### config.mk
export PLATFORM = sky130hd
export DESIGN_NAME = mem_access_ctrl
export DESIGN_NICKNAME = d
export VERILOG_FILES = /design/src/rtl/mem_access_ctrl_pkg.sv /design/src/rtl/mem_access_ctrl_lat_counter.sv /design/src/rtl/mem_access_ctrl.sv
export SDC_FILE = /design/constraint.sdc
export NUM_CORES = 1
export LEC_CHECK = 0
export CORE_AREA = 2 2 48 50
export CTS_CLUSTER_SIZE = 16
export DETAILED_ROUTE_END_ITERATION = 6
export DIE_AREA = 0 0 50 52
export PLACE_DENSITY_LB_ADDON = 0.1
export SYNTH_ARGS = -nofsm -noshare
export SYNTH_HDL_FRONTEND = slang
export SYNTH_SLANG_ARGS = --single-unit
export TNS_END_PERCENT = 30
### constraint.sdc
create_clock -name clk -period 4.22 [get_ports clk]
set_clock_uncertainty 0.05 [all_clocks]
set_input_delay 0.844 -clock clk [delete_from_list [all_inputs] [get_ports clk]]
set_output_delay 0.844 -clock clk [all_outputs]
set_load 0.005 [all_outputs]
### src/rtl/mem_access_ctrl_pkg.sv
// Shared encodings for the data-memory access sequencer.
// Holds the size codes (also understood by the load-size and store-size
// units), the FSM state codes, the captured-op payload and the output bundle.
package mem_access_ctrl_pkg;

  localparam int unsigned SZ_W  = 2;
  localparam int unsigned ST_W  = 3;
  localparam int unsigned CNT_W = 4;

  // Access size; the same code drives ls_ctrl / ss_ctrl directly.
  typedef enum logic [SZ_W-1:0] {
    SZ_ILL  = 2'b00,
    SZ_WORD = 2'b01,
    SZ_HALF = 2'b10,
    SZ_BYTE = 2'b11
  } size_e;

  typedef enum logic [ST_W-1:0] {
    ST_IDLE  = 3'd0,
    ST_READ  = 3'd1,
    ST_LATCH = 3'd2,
    ST_WB    = 3'd3,
    ST_WRITE = 3'd4,
    ST_FAULT = 3'd5
  } state_e;

  // Operation captured when start is accepted.
  typedef struct packed {
    logic  is_store;
    size_e size;
  } op_t;

  // Decoded control outputs.
  typedef struct packed {
    logic            busy;
    logic            mem_wr;
    logic            mdr_load;
    logic [SZ_W-1:0] ls_ctrl;
    logic [SZ_W-1:0] ss_ctrl;
    logic            reg_wr;
    logic            done;
    logic            err;
  } ctrl_out_t;

  // Word stores skip the read phase entirely.
  function automatic logic is_word_store(input logic is_store, input logic [SZ_W-1:0] size);
    return is_store && (size == SZ_WORD);
  endfunction

endpackage

### src/rtl/mem_access_ctrl_lat_counter.sv
// Loadable 4-bit down-counter with zero flag; times the memory read wait.
// Ports:
//   clk, reset  : clock and synchronous active-high reset
//   i_load      : load i_load_val (has priority over decrement)
//   i_dec       : decrement by one, saturating at zero
//   i_load_val  : value to load
//   o_zero      : count is zero
module mem_access_ctrl_lat_counter
  import mem_access_ctrl_pkg::*;
(
  input  logic             clk,
  input  logic             reset,
  input  logic             i_load,
  input  logic             i_dec,
  input  logic [CNT_W-1:0] i_load_val,
  output logic             o_zero
);

  logic [CNT_W-1:0] r_count;

  // Count register.
  always_ff @(posedge clk) begin
    if (reset) begin
      r_count <= '0;
    end else if (i_load) begin
      r_count <= i_load_val;
    end else if (i_dec && (r_count != '0)) begin
      r_count <= r_count - CNT_W'(1);
    end
  end

  assign o_zero = (r_count == '0);

endmodule

### src/rtl/mem_access_ctrl.sv
// Multi-cycle sequencer for data-memory loads and stores (LW/LH/LB, SW/SH/SB).
// Loads wait out the read latency, pulse MDR capture, then write back.
// Sub-word stores read, capture MDR, then write the merged word.
// Word stores write in a single cycle. Illegal size reports done+err.
// Ports:
//   clk, reset          : clock, synchronous active-high reset
//   start               : request pulse, sampled only in IDLE
//   is_store, size      : operation, captured with start
//   busy                : state != IDLE
//   mem_wr, mdr_load    : memory write / MDR capture enables
//   ls_ctrl, ss_ctrl    : load-size / store-size selects (00 when unused)
//   reg_wr              : register-file write enable
//   done, err           : completion pulse, illegal-size flag
// MEM_LAT: read latency in cycles, legal range 1..15.
module mem_access_ctrl
  import mem_access_ctrl_pkg::*;
#(
  parameter int unsigned MEM_LAT = 2
) (
  input  logic            clk,
  input  logic            reset,
  input  logic            start,
  input  logic            is_store,
  input  logic [SZ_W-1:0] size,
  output logic            busy,
  output logic            mem_wr,
  output logic            mdr_load,
  output logic [SZ_W-1:0] ls_ctrl,
  output logic [SZ_W-1:0] ss_ctrl,
  output logic            reg_wr,
  output logic            done,
  output logic            err
);

  // READ lasts MEM_LAT cycles: it exits on the cycle the counter reads zero.
  localparam logic [CNT_W-1:0] LAT_INIT = CNT_W'(MEM_LAT - 1);

  state_e    r_state;
  state_e    w_state_nxt;
  op_t       r_op;
  logic      w_capture;
  logic      w_cnt_load;
  logic      w_cnt_dec;
  logic      w_cnt_zero;
  ctrl_out_t w_out;

  mem_access_ctrl_lat_counter u_lat_counter (
    .clk        (clk),
    .reset      (reset),
    .i_load     (w_cnt_load),
    .i_dec      (w_cnt_dec),
    .i_load_val (LAT_INIT),
    .o_zero     (w_cnt_zero)
  );

  // State register.
  always_ff @(posedge clk) begin
    if (reset) begin
      r_state <= ST_IDLE;
    end else begin
      r_state <= w_state_nxt;
    end
  end

  // Captured operation; frozen for the rest of the access.
  always_ff @(posedge clk) begin
    if (reset) begin
      r_op <= '0;
    end else if (w_capture) begin
      r_op <= '{is_store: is_store, size: size_e'(size)};
    end
  end

  // Next-state logic and counter control.
  always_comb begin
    w_state_nxt = r_state;
    w_capture   = 1'b0;
    w_cnt_load  = 1'b0;
    w_cnt_dec   = 1'b0;
    unique case (r_state)
      ST_IDLE: begin
        if (start) begin
          w_capture = 1'b1;
          if (size == SZ_ILL) begin
            w_state_nxt = ST_FAULT;
          end else if (is_word_store(is_store, size)) begin
            w_state_nxt = ST_WRITE;
          end else begin
            w_state_nxt = ST_READ;
            w_cnt_load  = 1'b1;
          end
        end
      end
      ST_READ: begin
        if (w_cnt_zero) begin
          w_state_nxt = ST_LATCH;
        end else begin
          w_cnt_dec = 1'b1;
        end
      end
      ST_LATCH: w_state_nxt = r_op.is_store ? ST_WRITE : ST_WB;
      ST_WB,
      ST_WRITE,
      ST_FAULT: w_state_nxt = ST_IDLE;
      default:  w_state_nxt = ST_IDLE;
    endcase
  end

  // Moore output decode from the state register.
  always_comb begin
    w_out      = '0;
    w_out.busy = (r_state != ST_IDLE);
    unique case (r_state)
      ST_LATCH: w_out.mdr_load = 1'b1;
      ST_WB: begin
        w_out.reg_wr  = 1'b1;
        w_out.ls_ctrl = r_op.size;
        w_out.done    = 1'b1;
      end
      ST_WRITE: begin
        w_out.mem_wr  = 1'b1;
        w_out.ss_ctrl = r_op.size;
        w_out.done    = 1'b1;
      end
      ST_FAULT: begin
        w_out.done = 1'b1;
        w_out.err  = 1'b1;
      end
      default: ;
    endcase
  end

  assign busy     = w_out.busy;
  assign mem_wr   = w_out.mem_wr;
  assign mdr_load = w_out.mdr_load;
  assign ls_ctrl  = w_out.ls_ctrl;
  assign ss_ctrl  = w_out.ss_ctrl;
  assign reg_wr   = w_out.reg_wr;
  assign done     = w_out.done;
  assign err      = w_out.err;

endmodule

### Yosys cells after proc, flatten, opt, wreduce, memory -nomap -nowiden

Index checks and enable logic that the tools add are counted.
Widths: inputs -> output; s select.

* add/sub/neg operators: 1
* equal/unequal tests: 8
* multiplexer cells: 23
* reduce and logical (&&, ||, !) cells: 11

Operators by type and width (number)
* $mux 1: 15
* $mux 3: 5
* $pmux 3 s3: 1
* $eq 3x2->1 const B: 2
* $eq 3x3->1 const B: 2
* $logic_not 4->1: 1
* $mux 2: 2
* $reduce_bool 4->1: 1
* $sub 4x1->4 const B: 1
* $eq 3x1->1 const B: 1
* $logic_not 3->1: 1
* $reduce_bool 3->1: 1
* $reduce_or 3->1: 1
* $eq 2x1->1 const B: 1
* $logic_and 1x1->1: 2
* $logic_not 2->1: 1
* $ne 2x1->1 const B: 1
* $ne 2x2->1 const B: 1
* $reduce_and 2->1: 1
* $reduce_bool 2->1: 1
* $reduce_or 2->1: 1

* register bits: 10
* input bits: 6
* logic and storage cells: 48

### Logic depth before layout (Yosys ltp)

Gate-level depths: netlist of the first run.

* word-level depth: 7
* depth in mapped cells: 5
* mapped depth without buffers: 5

### Modules after synthesis

A second synthesis of the first run with hierarchy kept.

* cell total of the unflattened synthesis: 76
* area, all modules: 665.6 um^2

Modules (own cells, without submodules)
* mem_access_ctrl: times used 1, cells an instance 47, area an instance 402.9 um^2
* mem_access_ctrl_lat_counter: times used 1, cells an instance 29, area an instance 262.8 um^2

### Least setup slack after synthesis of the first run

No wires, ideal clock.

* kind: register to output
* start point: register r_state[1]
* end point: output port ss_ctrl[0]
* arrival time: 1.029 ns
* data required time: 3.326 ns
* setup slack: 2.297 ns
* cell stages (with the launch flop): 5
* buffers on the path: 1
* cell sequence: dfxtp_1 > clkbuf_1 > nand2b_1 > nor2_1 > and2_1

* longest elaborated chain between the ends: 2

Ends and longest elaborated chain
* start: declaration: line mem_access_ctrl.sv:38 `state_e r_state;`
* start signal: assignment: line mem_access_ctrl.sv:61 `r_state <= w_state_nxt;`
* $eq 3x3->1: line mem_access_ctrl.sv:113 `unique case (r_state)`
* $mux 2: line mem_access_ctrl.sv:113
* end: declaration: line mem_access_ctrl.sv:29 `output logic [SZ_W-1:0] ss_ctrl,`

No other way between the ends.

### Worst setup path after layout of the first run

Same ends and word-level chain as after synthesis.

==> flow_summary.ini, run 1 <==
[run_status]
outcome = complete, no violations

[final_layout]
areaGrowthSynthToFinish_pct = 33.2
drive_above_1_share = 0.0854
nets = 91
diodes = 0

[route]
met3_length_um = 42
wl_met1_um = 595
vias_per_cell = 4.76
drc = 0
firstDrtPassIters = 4
dr_wl_met2_um = 620
via_count = 524
drt_iter0_drc = 9
totalWireLength_mm = 1.27
ant_nets = 0
post_drt_wl_per_cell_um = 11.5
dr.max_layer_used = met4

[yosys]
yosysSeqAreaShare = 0.338
synthArstFlopShare = 0
synth-edff-count = 0
synth-main-ff-cell = dfxtp_1
netlist_area_um2 = 592
synth_seq_cells = 10
syn_nets = 74
synth_warnings = 0
yosysUniqueCellTypes = 30
synthCells = 67
syn_avg_cell_area_um2 = 8.83

[clock_tree]
insertion_delay_ns = 0.26
clk_pin_slew_ns = 0.06
cts_root_buf = clkbuf_4
h-tree-depth = 1
postCtsHoldBufs = 0
numCtsBuffers = 3
cts.repair.resized = 0
cts_tree = built
clk_path_buf_depth = 2
clock-sinks = 10
cts_setup_buffers = 0

[global_routing]
grt_pass1_wl_mm = 2.11
grtUsageTotal = 0.110
grt_pass1_vias = 490
grt_max_degree = 16
grt.overflow.total = 0
grt_antenna_before_repair = 0

[power_and_ir_drop]
p_sw_uw = 102
switching_share = 0.330
power_frac_seq = 0.421
cellPowerDensity_nw_per_um2 = 391
p_clk_frac = 0.207
pwr-share-comb = 0.372
intPower_uw = 206
irDropWorstVdd_mv = 0.221
power_leakage_nw = 0.302

[floorplan]
start_util = 0.281
die_x_um = 50
die_h_um = 52
floorplan.rows = 17
io-pin-count = 16
core_um2 = 2110
die-area_um2 = 2600

[sta]
maxSlewHeadroom = 0.557
drv_slew = 0
worst_pin_slew_ns = 0.648
hold-worst-slack_ns = 0.446
period_share = 0.626
setup_viol = 0
tns_ns = 0
hold_viol_final = 0
rsz0062_at_grt = no
fin_crit_ns = 2.64
fmax_mhz = 378

[placement]
placement.io_buffers = 15
place_congestion = 0.740
hpwlAfterDp_um = 979

[setup_path]
cp_data_arrival_time_ns = 1.75
worstSetupPathType = register to primary output
worstPathRequired_ns = 3.33
rr_worst_depth = 3
reg2reg_from = r_state[0]$_SDFFE_PP0P_
critPathLaunchType = register
critPathCaptureType = primary output
cp_max_fo = 15
startpoint = r_state[1]$_SDFFE_PP0P_
r2r_slack_ns = 2.41

[flow_run]
drv_cap = 0

[worst_hold_path]
holdPathStages = 2
min_from = u_lat_counter.r_count[1]$_SDFFE_PP0P_
hold_class = register to register
==> cells in the mapped netlist (2+ instances only) <==
cell | n | share of area
and2_1 | 4 | 0.042
and3_1 | 4 | 0.042
clkbuf_1 | 2 | 0.013
dfxtp_1 | 10 | 0.34
inv_1 | 3 | 0.019
mux2i_1 | 5 | 0.085
nand2b_1 | 3 | 0.032
nor2_1 | 6 | 0.038
nor2b_1 | 3 | 0.032
nor3_1 | 2 | 0.017
nor3b_1 | 2 | 0.025
o21ai_0 | 3 | 0.025
or3_1 | 3 | 0.032
==> cell usage in the layout, fill, tap and decap left out, types with 2 or more instances in the layout <==
master / count
and2_1: 4
and3_1: 4
clkbuf_4: 3
clkdlybuf4s50_1: 15
dfxtp_1: 10
inv_1: 3
mux2i_1: 5
nand2b_1: 3
nor2_1: 6
nor2b_1: 3
nor3_1: 2
nor3b_1: 2
o21ai_0: 3
or3_1: 3
==> sequential cells by signal, summed over array words and instances, names as in the netlist <==
signal,count
r_op,3
u_lat_counter.r_count,4
r_state,3
==> layout make-up <==
cell class              count  area (um^2)
inverters                   3         11.3
fillers                   235         1320
well taps                  28         35.0
repair buffers             15          150
multi-input cells          51          369
flip-flops and latches     10          200
clock buffers               3         22.5
==> kinds of logic (layout without fill, tap and decap cells) <==
logic type | after synthesis | count (layout) | synth area share
simple gates | 34 | 34 | 0.366
compound gates | 11 | 11 | 0.152
flops | 10 | 10 | 0.338
buf+inv | 6 | 21 | 0.0381
mux | 5 | 5 | 0.0846
fa+ha+maj | 1 | 1 | 0.0211
==> critical path: stages (launching register included) <==
cell and delay (ns):
dfxtp_1 0.44, nand2b_1 0.24, nor2_1 0.18, and2_1 0.15, clkdlybuf4s50_1 0.49
==> worst paths after layout <==
path,to
min reg2reg,u_lat_counter.r_count[1]$_SDFFE_PP0P_
min,u_lat_counter.r_count[1]$_SDFFE_PP0P_
max,ss_ctrl[0]
max reg2reg,u_lat_counter.r_count[3]$_SDFFE_PP0P_
==> power by group through the flow <==
| stage | registers [mW] | logic, mW | clock network [mW] |
|---|---|---|---|
| global route | 0.133 | 0.126 | 0.0727 |
| floorplan | 0.118 | 0.0878 | 0 |
| finish | 0.130 | 0.115 | 0.0637 |
| global placement | 0.131 | 0.117 | 0 |
| detailed placement | 0.132 | 0.116 | 0 |
| CTS | 0.130 | 0.116 | 0.0666 |
==> metrics by stage <==
stage               cell area [um^2]  cells   util  power (mW)  setup WS (ns)
floorplan                        592     67      -       0.206           2.30
global placement                 766    107  0.364       0.248           1.71
detailed placement               766    107  0.364       0.248           1.70
CTS                              788    110  0.374       0.313           1.55
global route                     788    110  0.374       0.332           1.44
finish                           788    110  0.374       0.308           1.58
==> routing by layer <==
metal | up-vias | track usage
li1 | 274 | -
met1 | 241 | 0.125
met2 | 7 | 0.186
met3 | 2 | 0.0517
met4 | 0 | 0.0278
met5 | - | 0
Power figures use the tool's default switching activity.
==> run 2: changes to the inputs <==
clock period = 2.7 ns   (was 4.22 ns; I/O delays follow)
==> run 2 against run 1 <==
  * Design area up 4.6%
  * Sequential power up 45%
  * Total power up 74%
  * Via count up 8.4%
  * Critical path type unchanged
  * Critical endpoint unchanged
  * Largest power group is now combinational cells
  * Highest routed layer unchanged
==> flow_summary.ini, run 2 (synthesis results as in run 1) <==
[power_and_ir_drop]
pwr-share-comb = 0.391
switching_share = 0.322
p_sw_uw = 173
irDropWorstVdd_mv = 0.352
cellPowerDensity_nw_per_um2 = 649
power_leakage_nw = 0.324
p_clk_frac = 0.256
intPower_uw = 363
power_frac_seq = 0.353
power_uw = 536

[route]
via_count = 568
drc = 0
vias_per_cell = 4.98
firstDrtPassIters = 4
post_drt_wl_per_cell_um = 12.2
ant_nets = 0
totalWireLength_mm = 1.39
drt_iter0_drc = 6

[sta]
fin_crit_ns = 2.34
setup_viol = 0
fmax_mhz = 427
worst_pin_slew_ns = 0.733
period_share = 0.868
drv_slew = 0
tns_ns = 0
hold-worst-slack_ns = 0.444
maxSlewHeadroom = 0.498
hold_viol_final = 0
rsz0062_at_grt = no

[clock_tree]
clk_pin_slew_ns = 0.07
clk_path_buf_depth = 2
postCtsHoldBufs = 0
insertion_delay_ns = 0.27
cts_root_buf = clkbuf_4
h-tree-depth = 1
numCtsBuffers = 3
clock-sinks = 10
cts.repair.resized = 0
cts_tree = built
cts_setup_buffers = 0

[run_status]
outcome = complete, no violations

[final_layout]
largest_reg_flops = 4
top_regs = u_lat_counter.r_count: 4 flops, r_op: 3 flops, r_state: 3 flops
final_cells = 114
final_cell_mix = clkdlybuf4s50_1, dfxtp_1, nor2_1
final_area_um2 = 825
final_common_cell = clkdlybuf4s50_1
areaGrowthSynthToFinish_pct = 39.3
top_register = u_lat_counter.r_count
drive_above_1_share = 0.128
nets = 94
diodes = 0

[global_routing]
grt_pass1_vias = 526
grt_antenna_before_repair = 0
use_met2 = 0.200
globalRouteMet3Util = 0.0431
grt_max_degree = 11
grt-busiest-layer = met2
grtUsageTotal = 0.117
grt_pass1_wl_mm = 2.28
use_met1 = 0.140
grt.overflow.total = 0

[placement]
placement.io_buffers = 15
dp_cells = 110
hpwlAfterDp_mm = 1.10
place_congestion = 0.702
dpl_cell_area_um2 = 788

[setup_path]
critPathCaptureType = primary output
critPathLaunchType = register
cp_data_arrival_time_ns = 1.75
reg2reg_from = r_state[1]$_SDFFE_PP0P_
worst_r2r_endpoint = u_lat_counter.r_count[3]$_SDFFE_PP0P_
r2r_slack_ns = 0.89
cp_max_fo = 9
worstSetupPathType = register to primary output
worstPathRequired_ns = 2.11
rr_worst_depth = 4

[floorplan]
io-pin-count = 16
die_h_um = 52
core_um2 = 2110
die-area_um2 = 2600
die_x_um = 50
floorplan.rows = 17
start_util = 0.281

[worst_hold_path]
min_from = u_lat_counter.r_count[1]$_SDFFE_PP0P_
hold_class = register to register
min_to = u_lat_counter.r_count[1]$_SDFFE_PP0P_
holdPathStages = 2

[flow_run]
drv_cap = 0
## run 2: cell types whose count changed in the layout (fill, tap and decap cells not counted)
cell	before	now
buf_4	0	3
clkbuf_8	0	1
## run 2: cell type report
type | count | area [um^2]
clock buffer | 4 | 36.3
fill | 229 | 1280
inverter | 3 | 11.3
multi-input combinational | 51 | 369
sequential | 10 | 200
tap | 28 | 35.0
timing repair buffer | 18 | 173
## run 2: power by group through the flow
stage,clock network (mW),registers [mW],logic [mW]
floorplan,0,0.185,0.137
global placement,0,0.191,0.213
detailed placement,0,0.191,0.212
CTS,0.140,0.188,0.212
global route,0.147,0.192,0.235
finish,0.137,0.189,0.210
## run 2: critical path, stage by stage, from the launching register on
cell and delay, ns:
dfxtp_1 0.53, nand2b_1 0.15, nor2_1 0.17, and2_1 0.15, clkdlybuf4s50_1 0.49
## run 2: worst max-delay path by stage
stage / start / to / slack [ns] / depth (start not counted)
after floorplan: r_state[1]$_SDFFE_PP0P_ / ss_ctrl[0] / 1.08 / 4
after global placement: start / r_state[2]$_SDFFE_PP0P_ / 0.62 / 4
after detailed placement: start / r_state[1]$_SDFFE_PP0P_ / 0.63 / 4
after CTS: r_state[2]$_SDFFE_PP0P_ / ss_ctrl[0] / 0.34 / 4
after global routing: r_state[2]$_SDFFE_PP0P_ / ss_ctrl[0] / 0.24 / 4
final: r_state[2]$_SDFFE_PP0P_ / ss_ctrl[0] / 0.36 / 4
## run 2: routing by layer
layer	vias up	routed length [um]	part of all wire
met2	15	651	0.47
met1	267	664	0.48
met5	-	0	0
met3	2	62	0.045
met4	0	12	0.0086
li1	284	-	-
## run 2: stage by stage
| step | setup slack, ns | util |
|---|---|---|
| after floorplan | 1.08 | - |
| after detailed placement | 0.626 | 0.374 |
| final | 0.356 | 0.392 |
| after global routing | 0.238 | 0.392 |
| after global placement | 0.623 | 0.374 |
| after CTS | 0.342 | 0.392 |
